--- src/rtl/reg_file_dump_reader_if.sv ---
// Bus between the register-file dump sequencer, the register file read
// ports and the downstream consumer of the dumped register pairs.
interface reg_file_dump_reader_if #(
  parameter int WIDTH = 32
);
  logic             start;
  logic [WIDTH-1:0] rd1;
  logic [WIDTH-1:0] rd2;
  logic [3:0]       source_address_1;
  logic [3:0]       source_address_2;
  logic [WIDTH-1:0] out_data_lo;
  logic [WIDTH-1:0] out_data_hi;
  logic [2:0]       out_pair;
  logic             out_valid;
  logic             out_ready;
  logic             busy;
  logic             done;

  // Sequencer side.
  modport master (
    input  start, rd1, rd2, out_ready,
    output source_address_1, source_address_2,
           out_data_lo, out_data_hi, out_pair, out_valid, busy, done
  );

  // Register file plus downstream consumer side.
  modport slave (
    output start, rd1, rd2, out_ready,
    input  source_address_1, source_address_2,
           out_data_lo, out_data_hi, out_pair, out_valid, busy, done
  );
endinterface

--- src/rtl/reg_file_dump_reader.sv ---
// Walks the register file two registers per beat (even/odd pair) through
// its two read ports and streams the pairs out on a valid/ready handshake.
// Read-only: the file's write port is never touched.
//
// state   | meaning
// IDLE    | waiting for start
// CAPTURE | read ports addressed by pair; data latched at the next edge
// SEND    | beat held valid until out_ready
// FINISH  | one-cycle done pulse, then back to IDLE
module reg_file_dump_reader #(
  parameter int WIDTH    = 32,
  parameter int NUM_REGS = 16
) (
  input  logic                  clk,
  input  logic                  rst,
  reg_file_dump_reader_if.master bus
);

  localparam logic [2:0] LAST_PAIR = 3'(NUM_REGS / 2 - 1);

  typedef enum logic [1:0] {
    IDLE,
    CAPTURE,
    SEND,
    FINISH
  } state_t;

  state_t           state;
  state_t           state_nxt;
  logic [2:0]       pair;
  logic [WIDTH-1:0] data_lo;
  logic [WIDTH-1:0] data_hi;
  logic [2:0]       beat_pair;
  logic             valid;
  logic             handshake;

  assign handshake = valid & bus.out_ready;

  // Addresses follow the pair counter directly; the file read path is
  // combinational, so rd1/rd2 are usable in the same cycle.
  assign bus.source_address_1 = {pair, 1'b0};
  assign bus.source_address_2 = {pair, 1'b1};
  assign bus.out_data_lo      = data_lo;
  assign bus.out_data_hi      = data_hi;
  assign bus.out_pair         = beat_pair;
  assign bus.out_valid        = valid;
  assign bus.busy             = (state != IDLE);
  assign bus.done             = (state == FINISH);

  // State register.
  always_ff @(posedge clk or posedge rst) begin
    if (rst) state <= IDLE;
    else     state <= state_nxt;
  end

  // Next-state decode; start is only honoured in IDLE.
  always_comb begin
    state_nxt = state;
    case (state)
      IDLE:    if (bus.start) state_nxt = CAPTURE;
      CAPTURE: state_nxt = SEND;
      SEND:    if (handshake) state_nxt = (pair == LAST_PAIR) ? FINISH : CAPTURE;
      FINISH:  state_nxt = IDLE;
      default: state_nxt = IDLE;
    endcase
  end

  // Pair counter and beat registers; the beat is frozen once captured so
  // register writes during a stall cannot disturb it.
  always_ff @(posedge clk or posedge rst) begin
    if (rst) begin
      pair      <= '0;
      data_lo   <= '0;
      data_hi   <= '0;
      beat_pair <= '0;
      valid     <= 1'b0;
    end else begin
      case (state)
        IDLE: begin
          if (bus.start) pair <= '0;
        end
        CAPTURE: begin
          data_lo   <= bus.rd1;
          data_hi   <= bus.rd2;
          beat_pair <= pair;
          valid     <= 1'b1;
        end
        SEND: begin
          if (handshake) begin
            valid <= 1'b0;
            // Counter stops at the last pair so unused addresses never appear.
            if (pair != LAST_PAIR) pair <= pair + 3'd1;
          end
        end
        FINISH: begin
          pair <= '0;
        end
        default: begin
          pair  <= '0;
          valid <= 1'b0;
        end
      endcase
    end
  end

endmodule
--- src/flat_wrapper.sv ---
// flat-port wrapper written by rule: the top's interface ports become plain ports
module reg_file_dump_reader_flat 
#(
  parameter int WIDTH    = 32,
  parameter int NUM_REGS = 16
)
  (clk, rst, bus_start, bus_rd1, bus_rd2, bus_out_ready, bus_source_address_1, bus_source_address_2, bus_out_data_lo, bus_out_data_hi, bus_out_pair, bus_out_valid, bus_busy, bus_done);
  reg_file_dump_reader_if #(.WIDTH(WIDTH)) bus_i ();
  input  logic clk;
  input  logic rst;
  input wire logic [$bits(bus_i.start)-1:0] bus_start;
  input wire logic [$bits(bus_i.rd1)-1:0] bus_rd1;
  input wire logic [$bits(bus_i.rd2)-1:0] bus_rd2;
  input wire logic [$bits(bus_i.out_ready)-1:0] bus_out_ready;
  output wire logic [$bits(bus_i.source_address_1)-1:0] bus_source_address_1;
  output wire logic [$bits(bus_i.source_address_2)-1:0] bus_source_address_2;
  output wire logic [$bits(bus_i.out_data_lo)-1:0] bus_out_data_lo;
  output wire logic [$bits(bus_i.out_data_hi)-1:0] bus_out_data_hi;
  output wire logic [$bits(bus_i.out_pair)-1:0] bus_out_pair;
  output wire logic [$bits(bus_i.out_valid)-1:0] bus_out_valid;
  output wire logic [$bits(bus_i.busy)-1:0] bus_busy;
  output wire logic [$bits(bus_i.done)-1:0] bus_done;
  assign bus_i.start = bus_start;
  assign bus_i.rd1 = bus_rd1;
  assign bus_i.rd2 = bus_rd2;
  assign bus_i.out_ready = bus_out_ready;
  assign bus_source_address_1 = bus_i.source_address_1;
  assign bus_source_address_2 = bus_i.source_address_2;
  assign bus_out_data_lo = bus_i.out_data_lo;
  assign bus_out_data_hi = bus_i.out_data_hi;
  assign bus_out_pair = bus_i.out_pair;
  assign bus_out_valid = bus_i.out_valid;
  assign bus_busy = bus_i.busy;
  assign bus_done = bus_i.done;
  reg_file_dump_reader #(.WIDTH(WIDTH), .NUM_REGS(NUM_REGS)) u_core (.clk(clk), .rst(rst), .bus(bus_i));
endmodule
--- config.mk ---
export PLATFORM = sky130hd
export DESIGN_NAME = reg_file_dump_reader_flat
export DESIGN_NICKNAME = d
export VERILOG_FILES = /design/src/rtl/reg_file_dump_reader_if.sv /design/src/rtl/reg_file_dump_reader.sv /design/src/flat_wrapper.sv
export SDC_FILE = /design/constraint.sdc
export NUM_CORES = 1
export LEC_CHECK = 0
export CORE_MARGIN = 10
export CORE_UTILIZATION = 43
export CTS_CLUSTER_SIZE = 10
export DETAILED_ROUTE_END_ITERATION = 7
export PLACE_DENSITY = 0.81
export SLEW_MARGIN = 25
export SYNTH_ARGS = -nofsm -noshare
export SYNTH_HDL_FRONTEND = slang
export SYNTH_SLANG_ARGS = --single-unit
--- constraint.sdc ---
create_clock -name clk -period 4.8 [get_ports clk]
set_input_delay 0.48 -clock clk [delete_from_list [all_inputs] [get_ports clk]]
set_output_delay 0.48 -clock clk [all_outputs]
set_load 0.02 [all_outputs]
==> metrics.yaml <==
status:
  outcome: "finished, final reports clean"
floorplanning:
  coreArea_um2: 6719
  dieArea_um2: 10580
  die_w_um: 102.9
  ioPinCount: 146
  die_h_um: 102.9
  core.rowCount: 30
  initial_utilization_pct: 43.93
grt:
  grt-ovfl-total: 0
  grt_max_degree: 63
  grt_pass1_vias: 2237
  antenna_found_initial: 0
  track_usage_pct: 14.14
  grt_pass1_wl_mm: 11.51
worst_setup_path:
  cp_cell_sequence: "or2_2 -> clkdlybuf4s50_1"
  cpPeakStageDelay_ps: 540
  rrSetupSlack_ps: 2720
  critical-path-slowest-cell: "clkdlybuf4s50_1"
  reg2regPathDepth: 3
  endpoint_kind: "primary output"
  reg2reg_to: "u_core.bus.out_data_hi[20]$_DFFE_PP0P_"
  critical_path_buf_inv_count: 1
  startpoint_type: "flop"
  path_class: "flop to primary output"
  path_max_fanout: 6
  r2r-start: "u_core.state[0]$_DFFE_PP0P_"
  crit_family: "buffers and inverters"
  worstPathRequired_ps: 4320
  crit_arrival_ps: 1640
synth:
  yosys_register_bits: 73
  synth.avg_cell_area_um2: 16.31
  syn_nets: 251
  yosys_warnings: 0
  synthDistinctLibCells: 24
  synth_top_family_by_area: "multiplexers"
  synth_fa_ha_area_share_pct: 0.8478
  synth_compound_area_share_pct: 1.696
  synth_area_leaders: "dfrtp_1, mux2_2, mux2_4, buf_6, buf_4"
  yosys.area.top_type_share_pct: 61.89
  synth_mux_area_share_pct: 28.70
  synth_xor_xnor_area_share_pct: 0.2967
  synth_top_area_cell: "dfrtp_1"
  syn_inst: 181
  yosysSeqAreaShare_pct: 61.89
  syn-cell-area_um2: 2952
  yosys.area_share.simple_pct: 2.077
cts:
  path_clk_slew_ps: 70
  cts_hold_buffers: 0
  cts_root_buffer: "clkbuf_8"
  post_cts_buffers: 0
  cts.sink_count: 73
  cts_tree: "done"
  htreeDepth: 3
  numCtsBuffers: 9
  insertion_delay_ps: 330
  post_cts_resize_count: 0
  clk_path_buf_depth: 2
detailed_routing:
  drtPass1Iterations: 4
  wire_per_inst_um: 18.12
  routed_wl_mm: 7.375
  drt_iter0_drc: 24
  viasPerCell: 4.862
  drcViolationCount: 0
  drtAntennaViolNets: 0
  vias: 1979
cells_and_area:
  final_util_pct: 68.36
  nets: 393
  areaGrowthSynthToFinish_pct: 55.62
  antenna_cells: 0
  drive_gt1_share_pct: 26.91
place:
  dp.final_hpwl_mm: 5.639
  place.gp.congestion: 0.7723
  pre_cts_ws_ps: 2722
  port_buffers: 143
worst_hold_path:
  hp-class: "flop to flop"
  worst_hold_path.endpoint: "u_core.bus.out_data_hi[5]$_DFFE_PP0P_"
  whs_path_depth: 1
  hp-start: "u_core.bus.out_data_hi[5]$_DFFE_PP0P_"
power_and_ir_drop:
  power_mw: 3.330
  ir_drop_uv: 486.7
  leakage_nw: 1.965
  p_per_area_nw_per_um2: 724.9
sta:
  hold_violations: 0
  fin_tns_setup_ps: 0
  finalSetupViolations: 0
  finalCritPeriodShare_pct: 44.24
  worst_slew_pin_slew_ps: 889.2
  slew_headroom_pct: 40.72
  setup_ws_ps: 2676
  slew_viol_final: 0
  skew_ps: 8.568
  fmax_ghz: 0.4709
  rsz0062_at_grt: "no"
  fin_hold_ws_ps: 506.6
  min_period_ps: 2124
job:
  drv_cap: 0
## power by group
group          total [mW]  switching, mW  internal (mW)  leakage [nW]
Combinational        1.73          0.770          0.964         0.983
Clock               0.503          0.215          0.288         0.109
Sequential           1.09          0.173          0.920         0.873
## cells in the final DEF (no fill, tap or decap), types with 4 or more instances in the layout
cell type / n
mux2_4: 19
clkinv_2: 4
clkbuf_8: 9
dfrtp_1: 73
mux2_2: 49
clkdlybuf4s50_1: 143
## state kept, by name, indices dropped and copies added, names as in the netlist
register / count
u_core.bus.out_data_hi: 32
u_core.bus.out_data_lo: 32
u_core.bus.out_pair: 3
u_core.bus.out_valid: 1
u_core.pair: 3
u_core.state: 2
## worst max-delay path by stage
stage | depth (start not counted) | slack [ps] | endpoint | start
2_1_floorplan | 1 | 2470 | u_core.bus.out_data_hi[0]$_DFFE_PP0P_ | rst
3_3_place_gp | 3 | 2760 | u_core.bus.out_data_lo[29]$_DFFE_PP0P_ | rst
3_5_place_dp | 3 | 2720 | u_core.bus.out_data_hi[26]$_DFFE_PP0P_ | rst
4_1_cts | 2 | 2650 | bus_busy | u_core.state[1]$_DFFE_PP0P_
5_1_grt | 2 | 2610 | bus_busy | u_core.state[1]$_DFFE_PP0P_
6_report | 2 | 2680 | bus_busy | u_core.state[1]$_DFFE_PP0P_
## cell families after synthesis
family,Yosys count
muxes,69
other,2
buffers and inverters,17
AOI/OAI and AO/OA,7
and+or+nand+nor,10
DFF,73
xor gates and xnor gates,1
adders and majority gates,2
## worst register-to-register path, cell delays in order (launching register included)
cell,delay (ps)
dfrtp_1,470
nor2b_4,290
buf_4,710
mux2_2,490
## Yosys cell counts (all sizes together)
cell    count
xnor2       1
a32o        2
or2         1
nor2b       1
o31ai       1
nand2       1
nand2b      1
nor2        2
nand3       2
inv         3
a21oi       2
mux2i       1
ha          2
o21ai       1
buf        14
dfrtp      73
and2        1
mux2       68
conb        2
nand3b      1
a21o        1
## per-layer routing
layer | vias to the layer above | wire [µm] | track usage [%]
met5 | - | 0 | 0
met4 | 0 | 87 | 5.241
met3 | 9 | 887 | 7.708
li1 | 911 | - | -
met1 | 964 | 2901 | 15.67
met2 | 95 | 3498 | 22.47
## final cells by class
cell class,instances,area (µm²)
fill,473,2126
sequential,73,1827
timing repair buffer,145,1446
multi-input combinational,91,999.7
clock buffer,9,123.9
tap,80,100.1
clock inverter,6,83.83
inverter,3,12.51
## metrics by stage
step                cell area (µm²)  std cells
finish                         4593        407
global route                   4593        407
CTS                            4592        407
detailed placement             4384        392
global placement               4384        392
floorplan                      2952        181
No activity file was read; power rests on OpenSTA's default activity.
